## config.mk

```make
export PLATFORM = sky130hd
export DESIGN_NAME = lsu_mem_master
export DESIGN_NICKNAME = d
export VERILOG_FILES = /design/src/rtl/lsu_mem_master.sv
export SDC_FILE = /design/constraint.sdc
export NUM_CORES = 1
export LEC_CHECK = 0
export CAP_MARGIN = 20
export CORE_MARGIN = 1
export CORE_UTILIZATION = 44
export DETAILED_ROUTE_END_ITERATION = 7
export PLACE_DENSITY = 0.77
export SLEW_MARGIN = 20
export SYNTH_ARGS = -nofsm -noshare
export SYNTH_HDL_FRONTEND = slang
export SYNTH_SLANG_ARGS = --single-unit
```

## constraint.sdc

```tcl
create_clock -name clk_i -period 5.1 [get_ports clk_i]
set_clock_uncertainty 0.2 [all_clocks]
set_input_delay 0.765 -clock clk_i [delete_from_list [all_inputs] [get_ports clk_i]]
set_output_delay 0.765 -clock clk_i [all_outputs]
set_load 0.05 [all_outputs]
```

## src/rtl/lsu_mem_master.sv

```systemverilog
// Load/store initiator for the byte-addressed data memory port.
// Sub-word stores are built as read-modify-write of the word at addr.
module lsu_mem_master #(
    parameter int unsigned MEM_BYTES = 32
) (
    input  logic        clk_i,
    input  logic        reset,
    input  logic        req_valid_i,
    output logic        req_ready_o,
    input  logic        req_we_i,
    input  logic [1:0]  req_size_i,
    input  logic        req_unsigned_i,
    input  logic [31:0] req_addr_i,
    input  logic [31:0] req_wdata_i,
    output logic        resp_valid_o,
    input  logic        resp_ready_i,
    output logic [31:0] resp_rdata_o,
    output logic        resp_err_o,
    output logic [31:0] mem_addr_o,
    output logic [31:0] mem_wdata_o,
    output logic        mem_write_o,
    output logic        mem_read_o,
    input  logic [31:0] mem_rdata_i
);

    typedef enum logic [2:0] {IDLE, RD, RMW_RD, WR, RESP} state_t;

    state_t      state;
    logic [1:0]  size_q;
    logic        uns_q;
    logic [31:0] addr_q;
    logic [15:0] wdata_q;

    logic [32:0] nbytes;
    logic [32:0] end_addr;
    logic        req_err;

    always_comb begin
        nbytes = 33'd4;
        unique case (req_size_i)
            2'b00:   nbytes = 33'd1;
            2'b01:   nbytes = 33'd2;
            default: nbytes = 33'd4;
        endcase
        end_addr = {1'b0, req_addr_i} + nbytes;
        req_err  = (req_size_i == 2'b11) || (end_addr > 33'(MEM_BYTES));
    end

    function automatic logic [31:0] load_ext(input logic [31:0] w,
                                             input logic [1:0] sz,
                                             input logic uns);
        logic [31:0] r;
        unique case (sz)
            2'b00:   r = {{24{~uns & w[7]}}, w[7:0]};
            2'b01:   r = {{16{~uns & w[15]}}, w[15:0]};
            default: r = w;
        endcase
        return r;
    endfunction

    function automatic logic [31:0] merge(input logic [31:0] old,
                                          input logic [15:0] wd,
                                          input logic [1:0] sz);
        return (sz == 2'b00) ? {old[31:8], wd[7:0]} : {old[31:16], wd};
    endfunction

    always_ff @(posedge clk_i or posedge reset) begin
        if (reset) begin
            state        <= IDLE;
            req_ready_o  <= 1'b1;
            resp_valid_o <= 1'b0;
            resp_rdata_o <= '0;
            resp_err_o   <= 1'b0;
            mem_addr_o   <= '0;
            mem_wdata_o  <= '0;
            mem_write_o  <= 1'b0;
            mem_read_o   <= 1'b0;
            size_q       <= '0;
            uns_q        <= 1'b0;
            addr_q       <= '0;
            wdata_q      <= '0;
        end else begin
            unique case (state)
                IDLE: if (req_valid_i) begin
                    size_q      <= req_size_i;
                    uns_q       <= req_unsigned_i;
                    addr_q      <= req_addr_i;
                    wdata_q     <= req_wdata_i[15:0];
                    req_ready_o <= 1'b0;
                    if (req_err) begin
                        state        <= RESP;
                        resp_valid_o <= 1'b1;
                        resp_err_o   <= 1'b1;
                    end else if (!req_we_i) begin
                        state      <= RD;
                        mem_read_o <= 1'b1;
                        mem_addr_o <= req_addr_i;
                    end else if (req_size_i == 2'b10) begin
                        state       <= WR;
                        mem_write_o <= 1'b1;
                        mem_addr_o  <= req_addr_i;
                        mem_wdata_o <= req_wdata_i;
                    end else begin
                        state      <= RMW_RD;
                        mem_read_o <= 1'b1;
                        mem_addr_o <= req_addr_i;
                    end
                end
                RD: begin
                    state        <= RESP;
                    mem_read_o   <= 1'b0;
                    mem_addr_o   <= '0;
                    resp_valid_o <= 1'b1;
                    resp_rdata_o <= load_ext(mem_rdata_i, size_q, uns_q);
                end
                RMW_RD: begin
                    state       <= WR;
                    mem_read_o  <= 1'b0;
                    mem_write_o <= 1'b1;
                    mem_addr_o  <= addr_q;
                    mem_wdata_o <= merge(mem_rdata_i, wdata_q, size_q);
                end
                WR: begin
                    state        <= RESP;
                    mem_write_o  <= 1'b0;
                    mem_addr_o   <= '0;
                    mem_wdata_o  <= '0;
                    resp_valid_o <= 1'b1;
                end
                RESP: if (resp_ready_i) begin
                    state        <= IDLE;
                    req_ready_o  <= 1'b1;
                    resp_valid_o <= 1'b0;
                    resp_rdata_o <= '0;
                    resp_err_o   <= 1'b0;
                end
                default: state <= IDLE;
            endcase
        end
    end

endmodule

```

==> run_results.csv, run 1 <==
group,metric,value,unit
outcome,status,"finished clean",
power_and_ir_drop,power_density,313,nW/um2
layout,final_cell_mix,"204 x clkdlybuf4s50_1, 154 x dfrtp_1, 109 x nand2_1",
synth,ys_seq_area_frac,0.529,
synth,synth_mux_area_frac,0.106,
worst_setup_path,cp_max_fo,24,
timing,setup-violations-final,0,
synth,ys_types,60,
timing,holdWs,278,ps
floorplan,core_area,16100,um2
worst_setup_path,cp-end-kind,"register",
worst_setup_path,startpoint_type,"input port",
power_and_ir_drop,leakage,4.23,nW
timing,rsz0062_at_grt,"no",
worst_setup_path,r2r_setup_slack,2520,ps
grt,grt_util_all_layers,0.243,
detailed_routing,ant_nets,0,
placed_design,portBuffers,204,
timing,min_period_over_period,0.904,
floorplan,die_h,131,um
placed_design,hpwlAfterDp,13900,um
grt,antenna_found_initial,0,
clocking,clk_pin_slew,60,ps
floorplan,ioPinCount,205,
synth,synth-simple-area-share,0.149,
clocking,cts_root_buffer,"clkbuf_16",
detailed_routing,remaining_drc_errors,0,
detailed_routing,drt-total-wl,20300,um
grt,grt_pass1_wl,33100,um
floorplan,num_rows,46,
detailed_routing,drtIter0Drc,309,
clocking,clk_latency,420,ps
clocking,htreeDepth,4,
detailed_routing,routedWlPerCell,18.2,um
clocking,clockBufferDepth,2,
power_and_ir_drop,power_frac_comb,0.183,
synth,syn_area_per_cell,10.7,um2
detailed_routing,via_per_inst,5.58,
worst_setup_path,worst_ep_arrival_time,4770,ps
timing,fin_setup_tns,0,ps
synth,yosys_warnings,0,
power_and_ir_drop,p_clk_frac,0.368,
placed_design,gp_congestion,0.865,
synth,synthesis.area,7340,um2
layout,diodes,0,
synth,synth_seq_cells,155,
synth,synth_top_family_by_area,"compound AO/OA/AOI/OAI gates",
power_and_ir_drop,ir_worst_vdd,0.267,mV
timing,slew_headroom,0.305,
placed_design,placed_cells,1079,
layout,final_net_count,991,
floorplan,start_util,0.457,
floorplan,die_x,131,um
synth,synth_ff_type,"dfrtp_1",
flow_run,maxCapViolCount,0,
worst_setup_path,r2r_end,"mem_wdata_o[22]$_DFFE_PP0P_",
clocking,cts_buffers,17,
grt,grt_pass1_vias,6247,
power_and_ir_drop,p_int,0.00228,W
detailed_routing,via_count,6201,
layout,drive_above_1_share,0.138,
floorplan,dieArea,17200,um2
power_and_ir_drop,p_seq_frac,0.449,
clocking,ctsResizeCount,0,
synth,synth_nets,792,
layout,mostFrequentLayoutCell,"clkdlybuf4s50_1",
worst_setup_path,reg2reg_depth,6,
synth,synth-xor-area-share,0.00835,
timing,fmax,217,MHz
clocking,postCtsSetupBuffers,0,
timing,post-route-min-period,4610,ps
worst_setup_path,setup.worst_path.end,"mem_wdata_o[28]$_DFFE_PP0P_",
detailed_routing,dr.pass1.iters,4,
worst_setup_path,cp-startpoint,"req_size_i[1]",
power_and_ir_drop,p_sw_frac,0.283,
synth,async_flop_share,1.00,
clocking,cts_tree,"built",
worst_setup_path,r2r_start,"state[2]$_DFFE_PP0P_",
synth,synth-compound-area-share,0.166,
synth,synth_fa_ha_area_frac,0.00784,
timing,worst_pin_slew,1040,ps
power_and_ir_drop,p_sw,0.000903,W
synth,synth_edf_count,0,
grt,overflow,0,
layout,stdcell_count,1112,
clocking,cts_sinks,155,
worst_setup_path,crit_required,5260,ps
grt,grt_max_degree,156,
timing,final_max_slew_viol_count,0,
layout,syn2layout_area_growth,38.5,%
timing,hold_viol,0,
clocking,holdBufCountCts,0,
worst_hold_path,hp-class,"register to register",
synth,syn_inst,684,
worst_setup_path,criticalPathCategory,"input port to register",
kinds of logic (layout without fill, tap and decap cells):
family                   after synthesis  in the layout
adder cells (fa/ha/maj)                4              4
flip-flops                           155            155
multiplexers                          70             70
buffers and inverters                 52            264
AO/OA/AOI/OAI                        175            175
XOR/XNOR                               7              7
AND/OR/NAND/NOR                      221            221
worst max-delay path: stages:
cell,delay (ps)
clkdlybuf4s50_1,540
nor2_1,150
ha_1,220
fa_1,290
a21oi_1,120
or4_1,600
nor3_2,230
mux2_1,340
a41o_1,220
and4_1,210
nor2b_2,800
o22a_1,270
flip-flops by register name (all words and copies together) (netlist names):
name and flops:
resp_valid_o 1, mem_wdata_o 32, mem_read_o 1, mem_addr_o 32, uns_q 1, size_q 2, addr_q 32, req_ready_o 1
mem_write_o 1, resp_rdata_o 32, wdata_q 16, state 3, resp_err_o 1
synth_stat cells (all sizes together) (3+ instances only):
library cell / instances / area, um2
a31oi: 4 / 25.0
nor2: 20 / 75.1
nor4: 7 / 43.8
xnor2: 3 / 26.3
nand2: 109 / 409
and3: 4 / 25.0
ha: 3 / 37.5
inv: 11 / 41.3
nor2b: 19 / 119
a22oi: 7 / 82.6
or2: 3 / 18.8
mux2: 60 / 676
buf: 14 / 108
nor3: 14 / 80.1
and4: 3 / 26.3
nand3: 9 / 50.1
a22o: 34 / 298
o22a: 24 / 210
xor2: 4 / 35.0
nand4: 9 / 56.3
and2: 9 / 58.8
dfrtp: 154 / 3850
clkbuf: 27 / 101
o2111ai: 3 / 26.3
mux2i: 10 / 100
o21ai: 71 / 359
a21oi: 18 / 90.1
nand4b: 3 / 41.3
nand2b: 3 / 18.8
final cells by class:
cell class	instances	area [um2]
inverter	11	45.0
clock inverter	12	92.6
tap	216	270
multi-input combinational	477	3220
sequential	155	3880
fill	1331	5890
timing repair buffer	221	2190
clock buffer	20	457
routing by layer:
metal  vias to the layer above  part of all wire  wire, um  global-route usage
li1                       2875                 -         -                   -
met5                         -                 0         0                   0
met3                        20             0.080      1620              0.0687
met1                      3059              0.43      8820               0.318
met4                         0             0.011       220              0.0621
met2                       247              0.47      9620               0.396
how the worst min path moves through the flow:
stage	startpoint	to	slack [ps]	cells past startpoint
2_1_floorplan	addr_q[30]$_DFFE_PP0P_	mem_addr_o[30]$_DFFE_PP0P_	270	1
3_3_place_gp	resp_rdata_o[25]$_DFFE_PP0P_	resp_rdata_o[25]$_DFFE_PP0P_	260	2
3_5_place_dp	resp_rdata_o[29]$_DFFE_PP0P_	resp_rdata_o[29]$_DFFE_PP0P_	270	2
4_1_cts	resp_rdata_o[25]$_DFFE_PP0P_	resp_rdata_o[25]$_DFFE_PP0P_	280	2
5_1_grt	resp_rdata_o[14]$_DFFE_PP0P_	resp_rdata_o[14]$_DFFE_PP0P_	300	2
6_report	resp_rdata_o[29]$_DFFE_PP0P_	resp_rdata_o[29]$_DFFE_PP0P_	280	2
through the flow:
| step | power (W) | cell area (um2) | setup WS, ps | utilization |
|---|---|---|---|---|
| 6_report | 0.00319 | 10200 | 490 | 0.633 |
| 2_1_floorplan | 0.00179 | 7340 | 1100 | - |
| 3_5_place_dp | 0.00203 | 9590 | 44.8 | 0.597 |
| 5_1_grt | 0.00332 | 10200 | 195 | 0.633 |
| 4_1_cts | 0.00320 | 10100 | 503 | 0.631 |
| 3_3_place_gp | 0.00201 | 9590 | 199 | 0.597 |
power groups by stage:
stage / logic (W) / registers, W / clock network [W]
detailed placement: 0.000581 / 0.00145 / 0
CTS: 0.000583 / 0.00143 / 0.00119
floorplan: 0.000272 / 0.00152 / 0
finish: 0.000582 / 0.00143 / 0.00117
global route: 0.000625 / 0.00145 / 0.00124
global placement: 0.000571 / 0.00144 / 0
No activity file was read; power rests on OpenSTA's default activity.
==> run 2: changes to the inputs <==
CORE_MARGIN = default   (was 1)
==> results of run 2 <==
No change in the layout: final DEF, timing and power equal those of run 1.
==> run 3: changes to the inputs <==
CORE_UTILIZATION = 52   (was 44)
PLACE_DENSITY = 0.86   (was 0.77)
SLEW_MARGIN = 0   (was 20)
clock period = 5.61 ns   (was 5.1 ns; I/O delays follow)
==> run 3 against run 2 <==
  * First-iteration DRC count up 64%
  * Sequential power is 9% lower
  * Critical endpoint unchanged
  * Worst setup slack improved by 230 ps
  * Clock power barely moved
  * Highest routed layer unchanged
==> run_results.csv, run 3 (same netlist as run 1, synthesis figures left out) <==
group,metric,value,unit
timing,setup-violations-final,0,
layout,final_net_count,984,
placed_design,portBuffers,204,
layout,drive_above_1_share,0.129,
placed_design,placed_area,9510,um2
placed_design,hpwlAfterDp,14200,um
clocking,cts_sinks,155,
placed_design,placed_cells,1035,
timing,fmax,205,MHz
floorplan,die_x,121,um
floorplan,num_rows,43,
grt,grt_max_degree,119,
floorplan,start_util,0.531,
detailed_routing,dr.pass1.iters,7,
detailed_routing,remaining_drc_errors,0,
placed_design,pre_cts_ws,320,ps
layout,syn2layout_area_growth,38.3,%
clocking,cts_root_buffer,"clkbuf_16",
clocking,cts_buffers,17,
floorplan,core_area,13800,um2
worst_hold_path,min_to,"resp_rdata_o[27]$_DFFE_PP0P_",
clocking,htreeDepth,4,
timing,final_max_slew_viol_count,0,
timing,worst_pin_slew,988,ps
clocking,ctsResizeCount,0,
worst_setup_path,cp-startpoint,"req_size_i[1]",
clocking,postCtsSetupBuffers,0,
worst_hold_path,hp-start,"resp_rdata_o[27]$_DFFE_PP0P_",
timing,setup_slack,721,ps
detailed_routing,via_per_inst,5.89,
floorplan,dieArea,14600,um2
timing,fin_setup_tns,0,ps
worst_setup_path,cpPeakStageDelay,780,ps
worst_setup_path,startpoint_type,"input port",
worst_setup_path,path_cells,"clkdlybuf4s50_1 -> nor2_1 -> ha_1 -> fa_1 -> a21oi_1 -> or4_1 -> nor3_2 -> mux2_1 -> a41o_1 -> and4_1 -> nor2b_2 -> o22a_1",
detailed_routing,routedWlPerCell,19.2,um
worst_setup_path,critPathBufInv,1,
grt,grt_pass1_wl,33400,um
worst_setup_path,reg2reg_depth,4,
grt,overflow,0,
worst_setup_path,cp_max_fo,24,
detailed_routing,drt-total-wl,20500,um
placed_design,gp_congestion,0.893,
worst_setup_path,criticalPathCategory,"input port to register",
timing,post-route-min-period,4890,ps
worst_hold_path,holdPathStages,2,
clocking,clockBufferDepth,2,
grt,grt_util_all_layers,0.297,
timing,hold_viol,0,
clocking,cts_tree,"built",
clocking,holdBufCountCts,0,
floorplan,die_h,121,um
worst_setup_path,r2r_setup_slack,2910,ps
clocking,clk_pin_slew,60,ps
layout,stdcell_count,1067,
grt,grt_pass1_vias,6545,
worst_setup_path,worst_ep_arrival_time,5040,ps
detailed_routing,ant_nets,0,
power_and_ir_drop,leakage,4.25,nW
timing,rsz0062_at_grt,"no",
clocking,clk_latency,420,ps
worst_setup_path,crit_required,5760,ps
timing,min_period_over_period,0.872,
worst_hold_path,hp-class,"register to register",
layout,mostFrequentLayoutCell,"clkdlybuf4s50_1",
detailed_routing,drtIter0Drc,506,
timing,slew_headroom,0.338,
power_and_ir_drop,ir_worst_vdd,0.214,mV
worst_setup_path,critPathTopFamily,"simple AND/OR/NAND/NOR gates",
worst_setup_path,slowest_stage,"nor2b_2",
layout,final_cell_mix,"204 x clkdlybuf4s50_1, 154 x dfrtp_1, 109 x nand2_1",
worst_setup_path,r2r_start,"state[2]$_DFFE_PP0P_",
power_and_ir_drop,power_density,293,nW/um2
worst_setup_path,cp-end-kind,"register",
flow_run,maxCapViolCount,0,
outcome,status,"finished clean",
worst_setup_path,r2r_end,"addr_q[15]$_DFFE_PP0P_",
grt,antenna_found_initial,0,
layout,final_area,10100,um2
detailed_routing,via_count,6286,
floorplan,ioPinCount,205,
layout,diodes,0,
[run 3: cell count changes in the layout (fill, tap and decap cells not counted), sizes merged]
cell      previous run  this run
inv                 12        11
clkinv               6         5
clkbuf              20        23
clkinvlp             5         0
bufinv               0         2
buf                 17        10
[run 3: metrics by stage]
stage | power [W] | hold slack, ps | utilization
floorplan | 0.00163 | 269 | -
global route | 0.00309 | 304 | 0.734
detailed placement | 0.00185 | 271 | 0.688
finish | 0.00297 | 276 | 0.734
CTS | 0.00299 | 283 | 0.730
global placement | 0.00182 | 262 | 0.686
[run 3: cell type report]
class / count / area [um2]
clock inverters: 7 / 88.8
multi-input cells: 477 / 3210
repair buffers: 214 / 2190
flip-flops and latches: 155 / 3880
well taps: 180 / 225
clock buffers: 23 / 498
inverters: 11 / 46.3
fillers: 927 / 3680
[run 3: power breakdown]
| group | switching, W | internal (W) | total, W |
|---|---|---|---|
| sequential | 0.0000760 | 0.00123 | 0.00130 |
| clock | 0.000430 | 0.000707 | 0.00114 |
| combinational | 0.000275 | 0.000254 | 0.000529 |
| total | 0.000781 | 0.00219 | 0.00297 |
[run 3: worst max path at each step]
stage / slack, ps / end / cells after the start
after CTS: 750 / mem_wdata_o[28]$_DFFE_PP0P_ / 13
after floorplan: 390 / addr_q[0]$_DFFE_PP0P_ / 1
after global routing: 420 / mem_wdata_o[28]$_DFFE_PP0P_ / 13
after global placement: 480 / mem_wdata_o[15]$_DFFE_PP0P_ / 13
final: 720 / mem_wdata_o[28]$_DFFE_PP0P_ / 12
after detailed placement: 320 / mem_wdata_o[28]$_DFFE_PP0P_ / 13
[run 3: worst reg2reg max path: cells and delay by family, from the launching register on]
family | cells | cell delay (ps)
buffers and inverters | 1 | 500
AND/OR/NAND/NOR | 2 | 940
flip-flops | 1 | 520
multiplexers | 1 | 430
[run 3: routing by layer]
metal,track usage,vias to the layer above,share of wire
met1,0.365,3085,0.40
met3,0.0967,38,0.083
met2,0.501,305,0.50
met4,0.0833,0,0.013
li1,-,2858,-
met5,0,-,0
